File: src/rtl/nebula_vc_link_scheduler.sv
`default_nettype none
// ============================================================================
// Module   : nebula_vc_link_scheduler
// Purpose  : Shares one output link among NUM_VCS virtual channels. It keeps
//            one downstream-buffer credit counter per VC and grants at most
//            one flit per cycle, round-robin among VCs with a pending flit and
//            at least one credit. The grant path is purely combinational.
// Options  : `define NEBULA_VC_PKT_LOCK_EN enables wormhole packet locking.
//            Once a packet starts on a VC, the link stays with that VC until
//            its tail flit goes out.
// Revision : 1.0 - initial release
// ============================================================================
module nebula_vc_link_scheduler #(
   parameter int NUM_VCS      = 4,
   parameter int MAX_CREDITS  = 4,
   parameter int CREDIT_WIDTH = $clog2(MAX_CREDITS + 1),
   parameter int VC_IDX_W     = $clog2(NUM_VCS)
) (
   input  logic                            clk,
   input  logic                            rst_n,
   input  logic [NUM_VCS-1:0]              vc_valid,
   input  logic [NUM_VCS-1:0]              vc_tail,
   output logic [NUM_VCS-1:0]              vc_grant,
   input  logic                            link_ready,
   output logic                            link_valid,
   output logic [VC_IDX_W-1:0]             link_vc,
   input  logic [NUM_VCS-1:0]              credit_return,
   output logic [NUM_VCS*CREDIT_WIDTH-1:0] credit_count,
   output logic                            err_credit_overflow
);

   localparam logic [CREDIT_WIDTH-1:0] CREDIT_MAX = CREDIT_WIDTH'(MAX_CREDITS);
   localparam logic [VC_IDX_W-1:0]     LAST_VC    = VC_IDX_W'(NUM_VCS - 1);

   logic [NUM_VCS-1:0]  has_credit;
   logic [NUM_VCS-1:0]  lock_allow;
   logic [NUM_VCS-1:0]  eligible;
   logic [NUM_VCS-1:0]  overflow_hit;
   logic [VC_IDX_W-1:0] rr_ptr;
   logic [VC_IDX_W-1:0] grant_idx;
   logic [VC_IDX_W-1:0] cand;
   logic                grant_found;

   assign eligible = vc_valid & has_credit & lock_allow & {NUM_VCS{link_ready}};

   // Round-robin search: the first eligible VC at or after rr_ptr, wrapping around.
   always_comb begin
      grant_found = 1'b0;
      grant_idx   = '0;
      cand        = '0;
      for (int i = 0; i < NUM_VCS; i++) begin
         cand = VC_IDX_W'((int'(rr_ptr) + i) % NUM_VCS);
         if (!grant_found && eligible[cand]) begin
            grant_found = 1'b1;
            grant_idx   = cand;
         end
      end
   end

   // Link-side outputs. They are forced idle while reset is held, even though
   // the registered state already resets asynchronously.
   always_comb begin
      vc_grant   = '0;
      link_valid = 1'b0;
      link_vc    = '0;
      if (grant_found && rst_n) begin
         vc_grant   = NUM_VCS'(1) << grant_idx;
         link_valid = 1'b1;
         link_vc    = grant_idx;
      end
   end

   // Pointer moves to just past the winner. It holds when no flit is sent.
   always_ff @(posedge clk or negedge rst_n) begin
      if (!rst_n) begin
         rr_ptr <= '0;
      end else if (link_valid) begin
         rr_ptr <= (grant_idx == LAST_VC) ? '0 : grant_idx + VC_IDX_W'(1);
      end
   end

   // One independent credit counter per VC.
   for (genvar v = 0; v < NUM_VCS; v++) begin : g_credit
      logic [CREDIT_WIDTH-1:0] credit_q;
      logic                    at_max;

      assign at_max          = (credit_q == CREDIT_MAX);
      assign has_credit[v]   = (credit_q != '0);
      // A lone return to a full counter has nowhere to go. A return that
      // coincides with a grant just cancels out.
      assign overflow_hit[v] = credit_return[v] & ~vc_grant[v] & at_max;
      assign credit_count[v*CREDIT_WIDTH +: CREDIT_WIDTH] = credit_q;

      // A grant consumes a slot and a return frees one. Returns saturate at
      // the downstream depth.
      always_ff @(posedge clk or negedge rst_n) begin
         if (!rst_n) begin
            credit_q <= CREDIT_MAX;
         end else if (vc_grant[v] && !credit_return[v]) begin
            credit_q <= credit_q - CREDIT_WIDTH'(1);
         end else if (credit_return[v] && !vc_grant[v] && !at_max) begin
            credit_q <= credit_q + CREDIT_WIDTH'(1);
         end
      end
   end

   // Sticky protocol-error flag. Only reset clears it.
   always_ff @(posedge clk or negedge rst_n) begin
      if (!rst_n) begin
         err_credit_overflow <= 1'b0;
      end else if (|overflow_hit) begin
         err_credit_overflow <= 1'b1;
      end
   end

`ifdef NEBULA_VC_PKT_LOCK_EN
   localparam logic [0:0] ST_UNLOCKED = 1'b0;
   localparam logic [0:0] ST_LOCKED   = 1'b1;

   logic [0:0]          lock_state;
   logic [0:0]          lock_state_nxt;
   logic [VC_IDX_W-1:0] lock_vc;
   logic [VC_IDX_W-1:0] lock_vc_nxt;

   // Lock state register.
   always_ff @(posedge clk or negedge rst_n) begin
      if (!rst_n) begin
         lock_state <= ST_UNLOCKED;
         lock_vc    <= '0;
      end else begin
         lock_state <= lock_state_nxt;
         lock_vc    <= lock_vc_nxt;
      end
   end

   // Lock next-state logic. A packet head that is not also its tail takes the
   // link, and the tail flit releases it.
   always_comb begin
      lock_state_nxt = lock_state;
      lock_vc_nxt    = lock_vc;
      case (lock_state)
         ST_UNLOCKED: begin
            if (link_valid && !vc_tail[grant_idx]) begin
               lock_state_nxt = ST_LOCKED;
               lock_vc_nxt    = grant_idx;
            end
         end
         ST_LOCKED: begin
            if (link_valid && vc_tail[lock_vc]) begin
               lock_state_nxt = ST_UNLOCKED;
            end
         end
         default: lock_state_nxt = ST_UNLOCKED;
      endcase
   end

   // Lock output. While locked, only the owning VC may compete. If it stalls,
   // the link idles.
   always_comb begin
      lock_allow = '1;
      if (lock_state == ST_LOCKED) begin
         lock_allow = NUM_VCS'(1) << lock_vc;
      end
   end
`else
   // Without locking, flits from different VCs interleave freely and the tail
   // markers play no part.
   logic unused_tail;
   assign lock_allow  = '1;
   assign unused_tail = ^vc_tail;
`endif

endmodule
`default_nettype wire
File: config.mk
export PLATFORM = sky130hd
export DESIGN_NAME = nebula_vc_link_scheduler
export DESIGN_NICKNAME = d
export VERILOG_FILES = /design/src/rtl/nebula_vc_link_scheduler.sv
export SDC_FILE = /design/constraint.sdc
export NUM_CORES = 1
export LEC_CHECK = 0
export ABC_CLOCK_PERIOD_IN_PS = 6600
export CAP_MARGIN = 20
export CORE_MARGIN = 1.5
export CORE_UTILIZATION = 30
export DETAILED_ROUTE_END_ITERATION = 12
export HOLD_SLACK_MARGIN = 0.03
export MAX_ROUTING_LAYER = met4
export SYNTH_ARGS = -nofsm -noshare
export SYNTH_HDL_FRONTEND = slang
export SYNTH_SLANG_ARGS = --single-unit
File: constraint.sdc
create_clock -name clk -period 6.6 [get_ports clk]
set_input_delay 1.98 -clock clk [delete_from_list [all_inputs] [get_ports clk]]
set_output_delay 1.98 -clock clk [all_outputs]
set_load 0.02 [all_outputs]
[Word level (Yosys, flattened, before mapping)]
Index checks and enable logic that the tools add are counted.
Word-level totals
  ROM bits: 0
  logic and storage cells: 110
  memories kept: 0
  output and inout bits: 20
  bits of input ports: 15
  bits in registers: 15
  memory bits (writable): 0
  bits in latches: 0
Operators by class
  multipliers: 0
  reduce and logical (&&, ||, !) cells: 40
  bitwise logic cells: 14
  order comparisons: 4
  add/subtract/negate cells: 12
  shift-type cells: 1
  div/mod/pow operators: 0
  eq/ne operators: 5
  multiplexer cells: 28
Operator list (number)
  2-to-1 mux 3 bit: 8
  logical AND 1 bit: 16
  zero test 1 bit: 15
  adder 3 x 1 -> 3 bit, second input constant: 4
  equality test 3 bit, second input constant: 4
  < comparator 2 x 3 -> 1 bit, second input constant: 4
  2-to-1 mux 2 bit: 6
  nonzero test 3 bit: 4
  subtractor 3 x 1 -> 3 bit, second input constant: 4
  2-to-1 mux 1 bit: 9
  bitwise AND 1 bit: 8
  bitwise AND 4 bit: 2
  binary-select mux 1 bit (select 2 bit): 4
  nonzero test 2 bit: 4
  adder 2 x 1 -> 2 bit, second input constant: 2
  adder 2 bit, second input constant: 2
  2-to-1 mux 4 bit: 1
  inverter 1 bit: 4
  OR reduction 4 bit: 1
  left shift 1 x 2 -> 4 bit, first input constant: 1
  equality test 2 bit, second input constant: 1

[Logic depth before layout (Yosys ltp)]
Gate-level depths: netlist of the first run.
  word-level depth: 22
  mapped depth: 14
  depth with buffers taken out: 13

[Worst setup path before layout of the first run]
Ideal clock, no wire load.
  kind: input -> output
  start point: in vc_valid[0]
  end point: out vc_grant[1]
  path buffers: 1
  data arrival time: 3.442 ns
  setup slack: 1.178 ns
  data required time: 4.620 ns
  stages on the path: 8
  cell sequence: o311a_1 -> a221o_1 -> a21oi_1 -> and2_1 -> ha_1 -> nand2_1 -> a41oi_1 -> buf_2
Between the ends
  word-level cells in the longest chain between the ends: 16
  elaborated cells between the ends (all ways): 27
  those cells by class: 1 x shift; 17 x mux; 2 x bitwise; 7 x reduce/logical
Ends and longest elaborated chain
  start, declared: line 21  | input logic [NUM_VCS-1:0] vc_valid,
  bitwise AND 4 bit (*) (2 in series): line 44  | assign eligible = vc_valid & has_credit & lock_allow & {NUM_VCS{link_ready}};
  binary-select mux 1 bit (select 2 bit): line 53  | if (!grant_found && eligible[cand]) begin
  2-to-1 mux 1 bit (implied by the code): line 53
  2-to-1 mux 1 bit: line 53
  zero test 1 bit: line 53
  logical AND 1 bit: line 53
  2-to-1 mux 1 bit: line 53
  zero test 1 bit: line 53
  logical AND 1 bit: line 53
  2-to-1 mux 1 bit: line 53
  zero test 1 bit: line 53
  logical AND 1 bit: line 53
  2-to-1 mux 2 bit or 2-to-1 mux 1 bit (tied branches): line 53
  left shift 1 x 2 -> 4 bit or logical AND 1 bit (tied branches): line 67, 66
  2-to-1 mux 4 bit (*): line 66  | if (grant_found && rst_n) begin
  end, declared: line 23  | output logic [NUM_VCS-1:0] vc_grant,
Every way passes the cells marked *; elsewhere a longest branch is shown, timed or not. The select of a mux whose other input is x is not followed.

[Worst setup path in the final report of the first run]
  start point: in link_ready
  end point: out vc_grant[2]
Between the ends
  word-level cells in the longest chain between the ends: 15
  elaborated cells between the ends (all ways): 26
  those cells by class: 1 x shift; 17 x mux; 1 x bitwise; 7 x reduce/logical
Ends and longest elaborated chain
  start, declared: line 24  | input logic link_ready,
  bitwise AND 4 bit (*): line 44
  binary-select mux 1 bit (select 2 bit): line 53
  2-to-1 mux 1 bit (implied by the code): line 53
  2-to-1 mux 1 bit: line 53
  zero test 1 bit: line 53
  logical AND 1 bit: line 53
  2-to-1 mux 1 bit: line 53
  zero test 1 bit: line 53
  logical AND 1 bit: line 53
  2-to-1 mux 1 bit: line 53
  zero test 1 bit: line 53
  logical AND 1 bit: line 53
  2-to-1 mux 2 bit or 2-to-1 mux 1 bit (tied branches): line 53
  left shift 1 x 2 -> 4 bit or logical AND 1 bit (tied branches): line 67, 66
  2-to-1 mux 4 bit (*): line 66
Marked as above.

==> summary.md, run 1 <==
| Metric | Value |
|---|---|
| Outcome | `finished clean` |
| Drt wl/cell | `13.9 um` |
| Predominant post-synthesis flop cell | `dfrtp_1` |
| Critical Path, Cell by Cell | `clkdlybuf4s50_1 -> buf_4 -> o311a_1 -> a221o_1 -> a21oi_1 -> nand2_1 -> ha_1 -> nand2_1 -> a41o_1 -> clkinv_2 -> clkdlybuf4s50_1` |
| CP Class | `primary input to output pin` |
| Root buffer cell | `clkbuf_8` |
| Dpl cells | `247` |
| Largest stage delay, worst path | `between 0.5 and 0.6 ns` |
| Final Wtd Congestion | `about 0.87` |
| Drt drc | `0` |
| Worst hold margin | `0.569 ns` |
| VDD IR-drop max | `0.156 mV` |
| Initial Util | `31.2%` |
| Endpoint class of the critical path | `output pin` |
| HP Class | `flip-flop to flip-flop` |
| Setup Fix Bufs, Post-CTS | `0` |
| Total global routing overflow | `0` |
| IO buf count | `30` |
| Row count | `24` |
| Fin crit period | `~6.4 ns` |
| Pwr/cell area | `about 420 mW/mm^2` |
| Synthesized instance count | `152` |
| Clock-pin slew on the worst setup and hold paths | `0.06 ns` |
| Via count | `1376` |
| Overall Global Routing Usage | `between 10% and 20%` |
| Max_cap viols | `0` |
| Largest net degree at the start of global routing | `13` |
| Cell Area, Synth | `0.00135 mm^2` |
| Worst-Margin Slew | `0.592 ns` |
| CTS tree | `yes` |
| Drt total wl | `3.49 mm` |
| CP startpoint | `link_ready` |
| Hold depth | `3` |
| Cell variety after synth | `40` |
| DRT Pass-1 Iters | `4` |
| Sum of negative setup slack | `0 ns` |
| Top-area cell type share of the netlist area | `between 20% and 30%` |
| Final Hold Violating Endpoints | `0` |
| Pleak | `0.809 nW` |
| Most area-hungry cell type in the Yosys netlist | `dfrtp_1` |
| Worst skew pair latency | `0.25 ns` |
| Family with the most delay on the worst path | `buffers and inverters` |
| WP buf/inv | `4` |
| Final Power | `0.783 mW` |
| Non-Filler Instances | `251` |
| Via density | `5.48` |
| DRT antenna net count | `0` |
| Total CTS buffers | `3` |
| Final period util | `between 90 and 100%` |
| Yosys warns | `0` |
| CP Depth | `11` |
| Sequential share of the synthesized area | `around 28%` |
| Worst reg2reg path depth | `11` |
| Die height | `70.0 um` |
| Crit Path Max Fanout | `4` |
| CP Data Required Time | `4.62 ns` |
| Relative slew slack | `60.1%` |
| Avg Cell Area, Syn | `8.87 um^2` |
| Post-synthesis async set-or-reset flop share | `100%` |
| Die X | `70.0 um` |
| Number of diodes | `0` |
| Unrepaired setup endpoints after global routing | `false` |
| Hold_sp | `err_credit_overflow$_DFFE_PN0P_` |
| Reg-to-reg startpoint | `g_credit[3].credit_q[1]$_DFFE_PN0P_` |
| Crit-path slowest cell | `clkdlybuf4s50_1` |
| Nets | `~220` |
| Final setup vio count | `0` |
| Vias in the first global route | `1320` |
| Critical path startpoint category | `primary input` |
| Final Util | `43.4%` |
| Layout cells sized above 1 | `16.1%` |
| Core Region | `0.00432 mm^2` |
| I/O Pins | `35` |
| Yosys reg bits | `15` |
| Max H-tree Level | `1` |
| Die area | `0.00490 mm^2` |
| Max Root-Sink Buffers | `2` |
| Max Clk Rate | `156 MHz` |
| Initial antenna violation count | `0` |
| Synthesized Nets | `175` |
| Hold buffer count at cts | `0` |
| Clock Skews | `0.00574 ns` |
| Crit path DAT | `4.44 ns` |
| Layout area overhead | `39.2%` |
| DP Wirelength | `2.73 mm` |
| Final Max Slew Viols | `0` |
| Synth area leaders | `dfrtp_1 20%, dfstp_2 7.8%, fa_1 5.9%` |
| Initial DRC Count | `36` |
| Sink Count | `15` |
| Post-synth EDFFs | `0` |
| First-pass GRT wire length | `about 5.9 mm` |
[area by class of cell]
type,instances,area (um^2)
well taps,52,65.1
clock buffers,4,45.0
inverters,18,68.8
fillers,444,2450
repair buffers,46,420
flip-flops and latches,15,380
multi-input cells,116,896
[where the power goes]
group / switching [mW] / total [mW] / internal [mW]
combinational: 0.242 / 0.473 / 0.230
clock: 0.0329 / 0.0756 / 0.0428
sequential: 0.0881 / 0.235 / 0.147
[synth_stat cells (2+ instances only)]
cell type / count
xnor2_1: 4
o311ai_2: 4
a221o_1: 2
ha_1: 4
nor4_1: 4
clkinv_1: 3
a21o_1: 6
dfstp_2: 4
buf_2: 3
o21ai_0: 7
a221oi_1: 4
o311a_1: 4
and4_1: 2
mux2i_1: 2
a31oi_1: 3
a41oi_1: 3
or4_1: 2
a22oi_1: 5
nand2_1: 19
nor3_1: 3
a21oi_1: 10
nor2_1: 4
a211o_1: 6
fa_1: 4
o221ai_1: 2
inv_1: 14
dfrtp_1: 11
[metrics by stage]
step | setup WS [ns] | instance area [um^2]
after global placement | -0.00658 | 1820
after global routing | 0.00301 | 1880
after detailed placement | -0.0150 | 1820
final | 0.177 | 1880
after floorplan | 1.18 | 1350
after CTS | 0.0269 | 1860
[path summary, 6_finish.rpt]
| check | to | slack [ns] |
|---|---|---|
| min in group asynchronous | g_credit[0].credit_q[1]$_DFFE_PN0P_ | 2.13 |
| worst max register to register | g_credit[0].credit_q[2]$_DFFE_PN1P_ | 3.13 |
| max in group asynchronous | g_credit[2].credit_q[2]$_DFFE_PN1P_ | 4.23 |
| worst min-delay path | err_credit_overflow$_DFFE_PN0P_ | 0.57 |
| worst max-delay path | vc_grant[2] | 0.18 |
| worst min register to register | err_credit_overflow$_DFFE_PN0P_ | 0.57 |
[metal layers]
| metal | track usage [%] | wire length [um] | part of all wire (%) | vias up |
|---|---|---|---|---|
| met1 | 18.5 | 1600 | 46 | 667 |
| met3 | 3.61 | 109 | 3.1 | 2 |
| met4 | 1.92 | 18 | 0.52 | 0 |
| met5 | - | 0 | 0 | - |
| met2 | 25.1 | 1760 | 50 | 25 |
| li1 | - | - | - | 682 |
[layout by cell type, fill, tap and decap left out, drive strengths merged, types with 3 or more instances in the layout]
| cell | instances |
|---|---|
| clkbuf | 4 |
| a211o | 6 |
| fa | 4 |
| a221oi | 4 |
| a31oi | 3 |
| clkinv | 4 |
| nor4 | 4 |
| buf | 16 |
| nand2 | 19 |
| inv | 14 |
| ha | 4 |
| clkdlybuf4s50 | 27 |
| a21oi | 10 |
| dfrtp | 11 |
| dfstp | 4 |
| xnor2 | 4 |
| nor2 | 4 |
| a41oi | 3 |
| nor3 | 3 |
| o311a | 4 |
| a22oi | 5 |
| o311ai | 4 |
| a21o | 6 |
| o21ai | 7 |
[cell families (layout without fill, tap and decap cells)]
| logic type | count (synthesis) | in the layout | share of synthesized area [%] |
|---|---|---|---|
| fa+ha+maj | 8 | 8 | 9.66 |
| flops | 15 | 15 | 28.2 |
| mux | 3 | 3 | 2.32 |
| xor+xnor | 4 | 4 | 2.60 |
| compound gates | 60 | 60 | 36.0 |
| buf+inv | 21 | 68 | 6.22 |
| simple gates | 41 | 41 | 14.9 |
[timing repair]
action                                  in CTS  in global routing
gates cloned                                 0                  0
resized for setup                            2                  3
endpoints found under the setup margin       2                  2
pin swaps                                    0                  0
[worst reg2reg max path, cell delays in order, from the launching register on]
cell and delay (ns):
dfrtp_1 0.46, o311ai_2 0.57, nand2_1 0.14, o221ai_2 0.24
ha_1 0.20, nand2_1 0.05, a41oi_1 0.25, buf_4 0.23
nand2_1 0.08, fa_1 0.42, or4_1 0.51, a211o_1 0.27
[state kept, by name, indices dropped and copies added (netlist names)]
register and cells:
g_credit.credit_q 12, rr_ptr 2, err_credit_overflow 1
(Power assumes the default switching activity.)
==> run 2: changes to the inputs <==
Settings changed: DONT_BUFFER_PORTS set to 1.
==> run 2 against run 1 <==
Effect of this change:
- cell area fell by 22%
- global-route usage down 1.5 points
- wire length decreased by 7.4%
- utilization is 9.5 points lower
- fmax is 14% higher
- clock power increased by 1%
- sequential cell count stayed put
- sequential share of layout area is 5.7 points higher
- sequential power is 22% higher
- register-to-register slack worse by 0.58 ns
- first-iteration DRC count increased by 100%
- largest cell class unchanged
- highest routed layer unchanged
==> summary.md, run 2 (synthesized netlist as in run 1, its figures left out) <==
| Metric | Value |
|---|---|
| Outcome | `finished clean` |
| CP Data Required Time | `4.62 ns (about the same)` |
| Largest regs | `g_credit.credit_q: 12 flops, rr_ptr: 2 flops, err_credit_overflow: 1 flops` |
| Final Max Slew Viols | `0 (unchanged)` |
| Total global routing overflow | `0 (unchanged)` |
| I/O Pins | `35 (unchanged)` |
| Pre-CTS WS | `0.962 ns (+0.977 ns)` |
| Final setup vio count | `0 (unchanged)` |
| Fin crit period | `5.63 ns (-0.789 ns)` |
| Layout area overhead | `8.73%` |
| Max Root-Sink Buffers | `2 (unchanged)` |
| Share of power burned in registers | `43.0% (+13 points)` |
| Final Hold Violating Endpoints | `0 (unchanged)` |
| HP Class | `flip-flop to flip-flop` |
| Most frequent cells in the layout | `19 x nand2_1, 14 x inv_1, 11 x dfrtp_1, 10 x a21oi_1, 7 x o21ai_0` |
| Clock-pin slew on the worst setup and hold paths | `0.06 ns (about the same)` |
| IO buf count | `0 (-100%)` |
| Combinational Power Share | `45.5% (-15 points)` |
| VDD IR-drop max | `0.102 mV (-35%)` |
| CP Class | `primary input to output pin` |
| Most common cell after layout, fill and taps aside | `nand2_1` |
| Final WS setup | `0.966 ns (+0.789 ns)` |
| Initial antenna violation count | `0 (unchanged)` |
| Worst-Margin Slew | `0.849 ns (+0.257 ns)` |
| Total CTS buffers | `3 (unchanged)` |
| Max_cap viols | `0 (unchanged)` |
| Row count | `24 (unchanged)` |
| Endpoint class of the critical path | `output pin` |
| Reg2reg setup slack | `2.55 ns (-0.58 ns)` |
| Drt wl/cell | `15.5 um (+12%)` |
| Max H-tree Level | `1 (unchanged)` |
| Hold depth | `2 (-1)` |
| Family with the most delay on the worst path | `compound AO/OA/AOI/OAI gates` |
| Sink Count | `15 (unchanged)` |
| Critical path startpoint category | `primary input` |
| Via count | `1229 (-11%)` |
| CTS tree | `yes` |
| Hold buffer count at cts | `0 (unchanged)` |
| WP buf/inv | `0 (-4)` |
| Worst reg2reg path depth | `11 (unchanged)` |
| Max Clk Rate | `177 MHz (+14%)` |
| Layout cells sized above 1 | `10.9% (-5.2 points)` |
| Drt total wl | `3.23 mm (-7.4%)` |
| Setup Fix Bufs, Post-CTS | `0 (unchanged)` |
| Max FFs per register | `12 (unchanged)` |
| Non-Filler Instances | `208 (-17%)` |
| DP Wirelength | `2.42 mm (-12%)` |
| Clock Power Share | `11.5% (+1.8 points)` |
| # fillers | `468 (+5.4%)` |
| Initial Util | `31.2% (unchanged)` |
| Via density | `5.91 (+7.8%)` |
| Unrepaired setup endpoints after global routing | `false` |
| Overall Global Routing Usage | `13.3% (-1.5 points)` |
| Largest net degree at the start of global routing | `22 (+9)` |
| Die area | `0.00490 mm^2 (unchanged)` |
| Critical Path, Cell by Cell | `o311ai_2 -> a221o_1 -> a21oi_1 -> and2_1 -> ha_1 -> nand2_1 -> a41oi_1` |
| DRT Pass-1 Iters | `4 (unchanged)` |
| Dpl cells | `204 (-17%)` |
| Largest stage delay, worst path | `0.53 ns (about the same)` |
| Final Wtd Congestion | `0.815 (-6.0%)` |
| Net switching power | `0.341 mW (-6.2%)` |
| Crit Path Max Fanout | `6 (+2)` |
| Clock Skews | `0.00218 ns (-0.00356 ns)` |
| First-pass GRT wire length | `5.16 mm (-12%)` |
| Net Sw Frac | `51.1% (+4.7 points)` |
| Vias in the first global route | `1040 (-21%)` |
| Root buffer cell | `clkbuf_8` |
| Sum of negative setup slack | `0 ns (unchanged)` |
| Nets | `180 (-19%)` |
| Die height | `70.0 um (unchanged)` |
| Multi-input combinational cell area | `883 um^2 (-1.4%)` |
| Die X | `70.0 um (unchanged)` |
| Initial DRC Count | `73 (+100%)` |
| Crit path DAT | `3.65 ns (-0.79 ns)` |
| Worst skew pair latency | `0.25 ns (about the same)` |
| DRT antenna net count | `0 (unchanged)` |
| Drt drc | `0 (unchanged)` |
| Post_cts resized | `0 (-2)` |
| Number of diodes | `0 (unchanged)` |
| CP Depth | `7 (-4)` |
| Int Power | `0.326 mW (-22%)` |
| Reg area | `380 um^2 (unchanged)` |
| Core Region | `0.00432 mm^2 (unchanged)` |
| Crit-path slowest cell | `a41oi_1` |
| Pwr/cell area | `455 mW/mm^2 (+8.9%)` |
| Final period util | `85.4% (-12 points)` |
| Pleak | `0.606 nW (-25%)` |
| Relative slew slack | `43.1% (-17 points)` |
| Reg with most FFs | `g_credit.credit_q` |
[run 2: cell count changes in the layout (fill, tap and decap cells not counted), sizes merged]
| cell | delta |
|---|---|
| buf | -13 |
| clkdlybuf4s50 | -27 |
| dlymetal6s2s | -1 |
| dlygate4sd2 | -2 |
[run 2: power groups by stage]
| stage | Combinational, mW | Clock [mW] | Sequential, mW |
|---|---|---|---|
| 2_1_floorplan | 0.256 | 0 | 0.261 |
| 3_3_place_gp | 0.299 | 0 | 0.287 |
| 3_5_place_dp | 0.305 | 0 | 0.287 |
| 4_1_cts | 0.306 | 0.0792 | 0.286 |
| 5_1_grt | 0.347 | 0.0830 | 0.297 |
| 6_report | 0.303 | 0.0764 | 0.287 |
[run 2: final cells by class]
cell class	count	share of cell area, %
inverters	18	4.70
flip-flops and latches	15	26.0
clock buffers	4	3.07
well taps	52	4.44
multi-input cells	116	60.3
repair buffers	3	1.54
[run 2: worst min-delay path, delay by kind of cell, from the launching register on]
family / cells / cell delay (ns)
buffers and inverters: 1 / 0.08
AOI/OAI and AO/OA: 1 / 0.12
DFF: 1 / 0.36
[run 2: path summary, 6_finish.rpt]
check | startpoint | to
worst max-delay path | vc_valid[1] | vc_grant[3]
worst min-delay path | rr_ptr[0]$_DFFE_PN0P_ | rr_ptr[0]$_DFFE_PN0P_
min in group asynchronous | rst_n | g_credit[2].credit_q[1]$_DFFE_PN0P_
max in group asynchronous | rst_n | g_credit[2].credit_q[2]$_DFFE_PN1P_
worst max register to register | g_credit[3].credit_q[1]$_DFFE_PN0P_ | g_credit[0].credit_q[2]$_DFFE_PN1P_
worst min register to register | rr_ptr[0]$_DFFE_PN0P_ | rr_ptr[0]$_DFFE_PN0P_
[run 2: metal layers]
metal / global-route usage (%) / vias up / share of wire (%)
met5: - / - / 0
met4: 2.56 / 0 / 0.46
met3: 4.33 / 4 / 4.9
met2: 20.3 / 26 / 47
met1: 17.4 / 600 / 47
li1: - / 599 / -
[run 2: through the flow]
stage	cell area, um^2	power, mW	hold slack [ns]	utilization, %
detailed placement	1420	0.592	0.589	32.8
floorplan	1350	0.518	0.546	-
finish	1470	0.666	0.605	33.9
global placement	1420	0.586	0.581	32.8
CTS	1470	0.670	0.605	33.9
global route	1470	0.727	0.633	33.9
==> run 3: changes to the inputs <==
Settings changed: DONT_BUFFER_PORTS 1 to unset, PLACE_DENSITY set to 0.53.
==> run 3 against run 2 <==
Effect of this change:
- worst hold slack lost 0.046 ns
- count of clock-buffer cells in the layout is the same
- register-to-register slack gained 0.53 ns
- sequential cell count is the same
- sequential share of layout area shrank 5.3 points
- first-iteration DRC count is the same
==> summary.md, run 3 (synthesized netlist as in run 1, its figures left out) <==
| Metric | Value |
|---|---|
| Outcome | `finished clean` |
| Crit Path Max Fanout | `4 (-2)` |
| Via density | `5.59 (-5.4%)` |
| DRT antenna net count | `0 (unchanged)` |
| Clock Power Share | `10.3% (-1.2 points)` |
| Total CTS buffers | `3 (unchanged)` |
| Endpoint class of the critical path | `output pin` |
| Layout cells sized above 1 | `13.8% (+2.9 points)` |
| Pwr/cell area | `424 mW/mm^2 (-6.7%)` |
| Max H-tree Level | `1 (unchanged)` |
| First-pass GRT wire length | `6.29 mm (+22%)` |
| Dpl cells | `243 (+19%)` |
| HP Class | `flip-flop to flip-flop` |
| Die area | `0.00490 mm^2 (unchanged)` |
| Unrepaired setup endpoints after global routing | `false` |
| Critical path startpoint category | `primary input` |
| Die X | `70.0 um (unchanged)` |
| Largest stage delay, worst path | `0.56 ns (+0.03 ns)` |
| Final Instance Area | `0.00184 mm^2 (+26%)` |
| Core Region | `0.00432 mm^2 (unchanged)` |
| DP Wirelength | `2.75 mm (+14%)` |
| M3 GR Usage | `3.46% (-0.87 points)` |
| I/O Pins | `35 (unchanged)` |
| Worst hold margin | `0.559 ns (-0.0461 ns)` |
| Sink Count | `15 (unchanged)` |
| Largest net degree at the start of global routing | `13 (-41%)` |
| Initial DRC Count | `73 (unchanged)` |
| Number of diodes | `0 (unchanged)` |
| Final Util | `42.6% (+8.7 points)` |
| Root buffer cell | `clkbuf_8` |
| Most frequent cells in the layout | `26 x clkdlybuf4s50_1, 19 x nand2_1, 14 x inv_1, 12 x buf_4, 11 x dfrtp_1` |
| CP Data Required Time | `4.62 ns (about the same)` |
| CP Class | `primary input to output pin` |
| Clock-pin slew on the worst setup and hold paths | `0.07 ns (about the same)` |
| # fillers | `428 (-8.5%)` |
| Max_cap viols | `0 (unchanged)` |
| IO buf count | `30 (+30)` |
| GR Layer Usage met1 | `21.4% (+4.0 points)` |
| Most common cell after layout, fill and taps aside | `clkdlybuf4s50_1` |
| Critical Path, Cell by Cell | `clkdlybuf4s50_1 -> buf_4 -> o311a_1 -> o221ai_1 -> a21oi_1 -> and2_1 -> ha_1 -> nand2_1 -> a41oi_1 -> dlygate4sd2_1` |
| Post-DP Area | `0.00179 mm^2 (+26%)` |
| Relative slew slack | `59.8% (+17 points)` |
| Hold buffer count at cts | `0 (unchanged)` |
| Via count | `1380 (+12%)` |
| Setup Fix Bufs, Post-CTS | `0 (unchanged)` |
| Final Hold Violating Endpoints | `0 (unchanged)` |
| Net Sw Frac | `47.4% (-3.7 points)` |
| Family with the most delay on the worst path | `buffers and inverters` |
| CTS tree | `yes` |
| Row count | `24 (unchanged)` |
| Drt total wl | `3.65 mm (+13%)` |
| Initial Util | `31.2% (unchanged)` |
| Non-Filler Instances | `247 (+19%)` |
| Net switching power | `0.371 mW (+8.8%)` |
| DRT Pass-1 Iters | `4 (unchanged)` |
| Layout area overhead | `36.7%` |
| Die height | `70.0 um (unchanged)` |
| WP buf/inv | `3 (+3)` |
| Max Root-Sink Buffers | `2 (unchanged)` |
| Reg with most FFs | `g_credit.credit_q` |
| Final Max Slew Viols | `0 (unchanged)` |
| Nets | `219 (+22%)` |
| Crit path DAT | `4.37 ns (+0.72 ns)` |
| Crit-path slowest cell | `clkdlybuf4s50_1` |
| Overall Global Routing Usage | `16.2% (+3.0 points)` |
| Drt drc | `0 (unchanged)` |
| Share of power burned in registers | `30.4% (-13 points)` |
| Final period util | `96.2% (+11 points)` |
| Final Wtd Congestion | `0.842 (+3.4%)` |
| Vias in the first global route | `1344 (+29%)` |
| Clock Skews | `0.00241 ns (+0.000228 ns)` |
| Combinational Power Share | `59.3% (+14 points)` |
| Worst-Margin Slew | `0.596 ns (-0.253 ns)` |
| Fin crit period | `6.35 ns (+0.714 ns)` |
| Max FFs per register | `12 (unchanged)` |
| Final setup vio count | `0 (unchanged)` |
| Busiest metal layer after global routing | `met2` |
| Worst skew pair latency | `0.26 ns (about the same)` |
| VDD IR-drop max | `0.169 mV (+66%)` |
| Int Power | `0.410 mW (+26%)` |
| Pleak | `0.807 nW (+33%)` |
| Largest regs | `g_credit.credit_q: 12 flops, rr_ptr: 2 flops, err_credit_overflow: 1 flops` |
| Max Clk Rate | `158 MHz (-11%)` |
| Drt wl/cell | `14.8 um (-5.0%)` |
| Initial antenna violation count | `0 (unchanged)` |
| Total global routing overflow | `0 (unchanged)` |
| Met2 usage | `25.7% (+5.4 points)` |
[run 3: layout make-up]
class,instances,area [um^2],share of cell area (%)
Inverter,18,68.8,3.74
Timing Repair Buffer,42,393,21.3
Clock buffer,4,45.0,2.45
Sequential cell,15,380,20.7
Multi-Input combinational cell,116,890,48.3
Tap cell,52,65.1,3.53
[run 3: final timing paths]
path / startpoint / end / slack [ns] / cells past startpoint
setup reg to reg: g_credit[3].credit_q[1]$_DFFE_PN0P_ / g_credit[0].credit_q[2]$_DFFE_PN1P_ / 3.08 / 11
hold / removal: err_credit_overflow$_DFFE_PN0P_ / err_credit_overflow$_DFFE_PN0P_ / 0.56 / 3
hold reg to reg: err_credit_overflow$_DFFE_PN0P_ / err_credit_overflow$_DFFE_PN0P_ / 0.56 / 3
max in group asynchronous: rst_n / g_credit[0].credit_q[2]$_DFFE_PN1P_ / 4.13 / 3
min in group asynchronous: rst_n / g_credit[2].credit_q[0]$_DFFE_PN0P_ / 2.02 / 2
setup / recovery: link_ready / vc_grant[3] / 0.25 / 10
[run 3: metal layers]
metal | share of wire, % | up-vias
li1 | - | 674
met1 | 48 | 668
met2 | 47 | 30
met3 | 3.7 | 8
met4 | 1.6 | 0
met5 | 0 | -
[run 3: what timing repair did]
item,4_1_cts,5_1_grt
gates resized for setup,2,3
setup endpoints to repair,2,2
hold endpoints to repair,0,0
[run 3: per-stage QoR]
| step | TNS (ns) | power (mW) | setup WS [ns] |
|---|---|---|---|
| 6_report | 0 | 0.781 | 0.252 |
| 5_1_grt | 0 | 0.854 | 0.128 |
| 4_1_cts | 0 | 0.781 | 0.0142 |
| 3_5_place_dp | -0.0723 | 0.698 | -0.0463 |
| 3_3_place_gp | -0.0272 | 0.681 | -0.0214 |
| 2_1_floorplan | 0 | 0.518 | 1.18 |
[run 3: worst min-delay path, stage by stage, from the launching register on]
cell and delay [ns]:
dfrtp_1 0.35, inv_1 0.04, o41ai_1 0.05, or4_1 0.09
[run 3: power groups by stage]
stage / combinational (mW) / sequential (mW) / clock, mW
after floorplan: 0.256 / 0.261 / 0
after global placement: 0.449 / 0.233 / 0
after detailed placement: 0.462 / 0.236 / 0
after CTS: 0.463 / 0.236 / 0.0822
after global routing: 0.516 / 0.250 / 0.0880
final: 0.463 / 0.237 / 0.0807
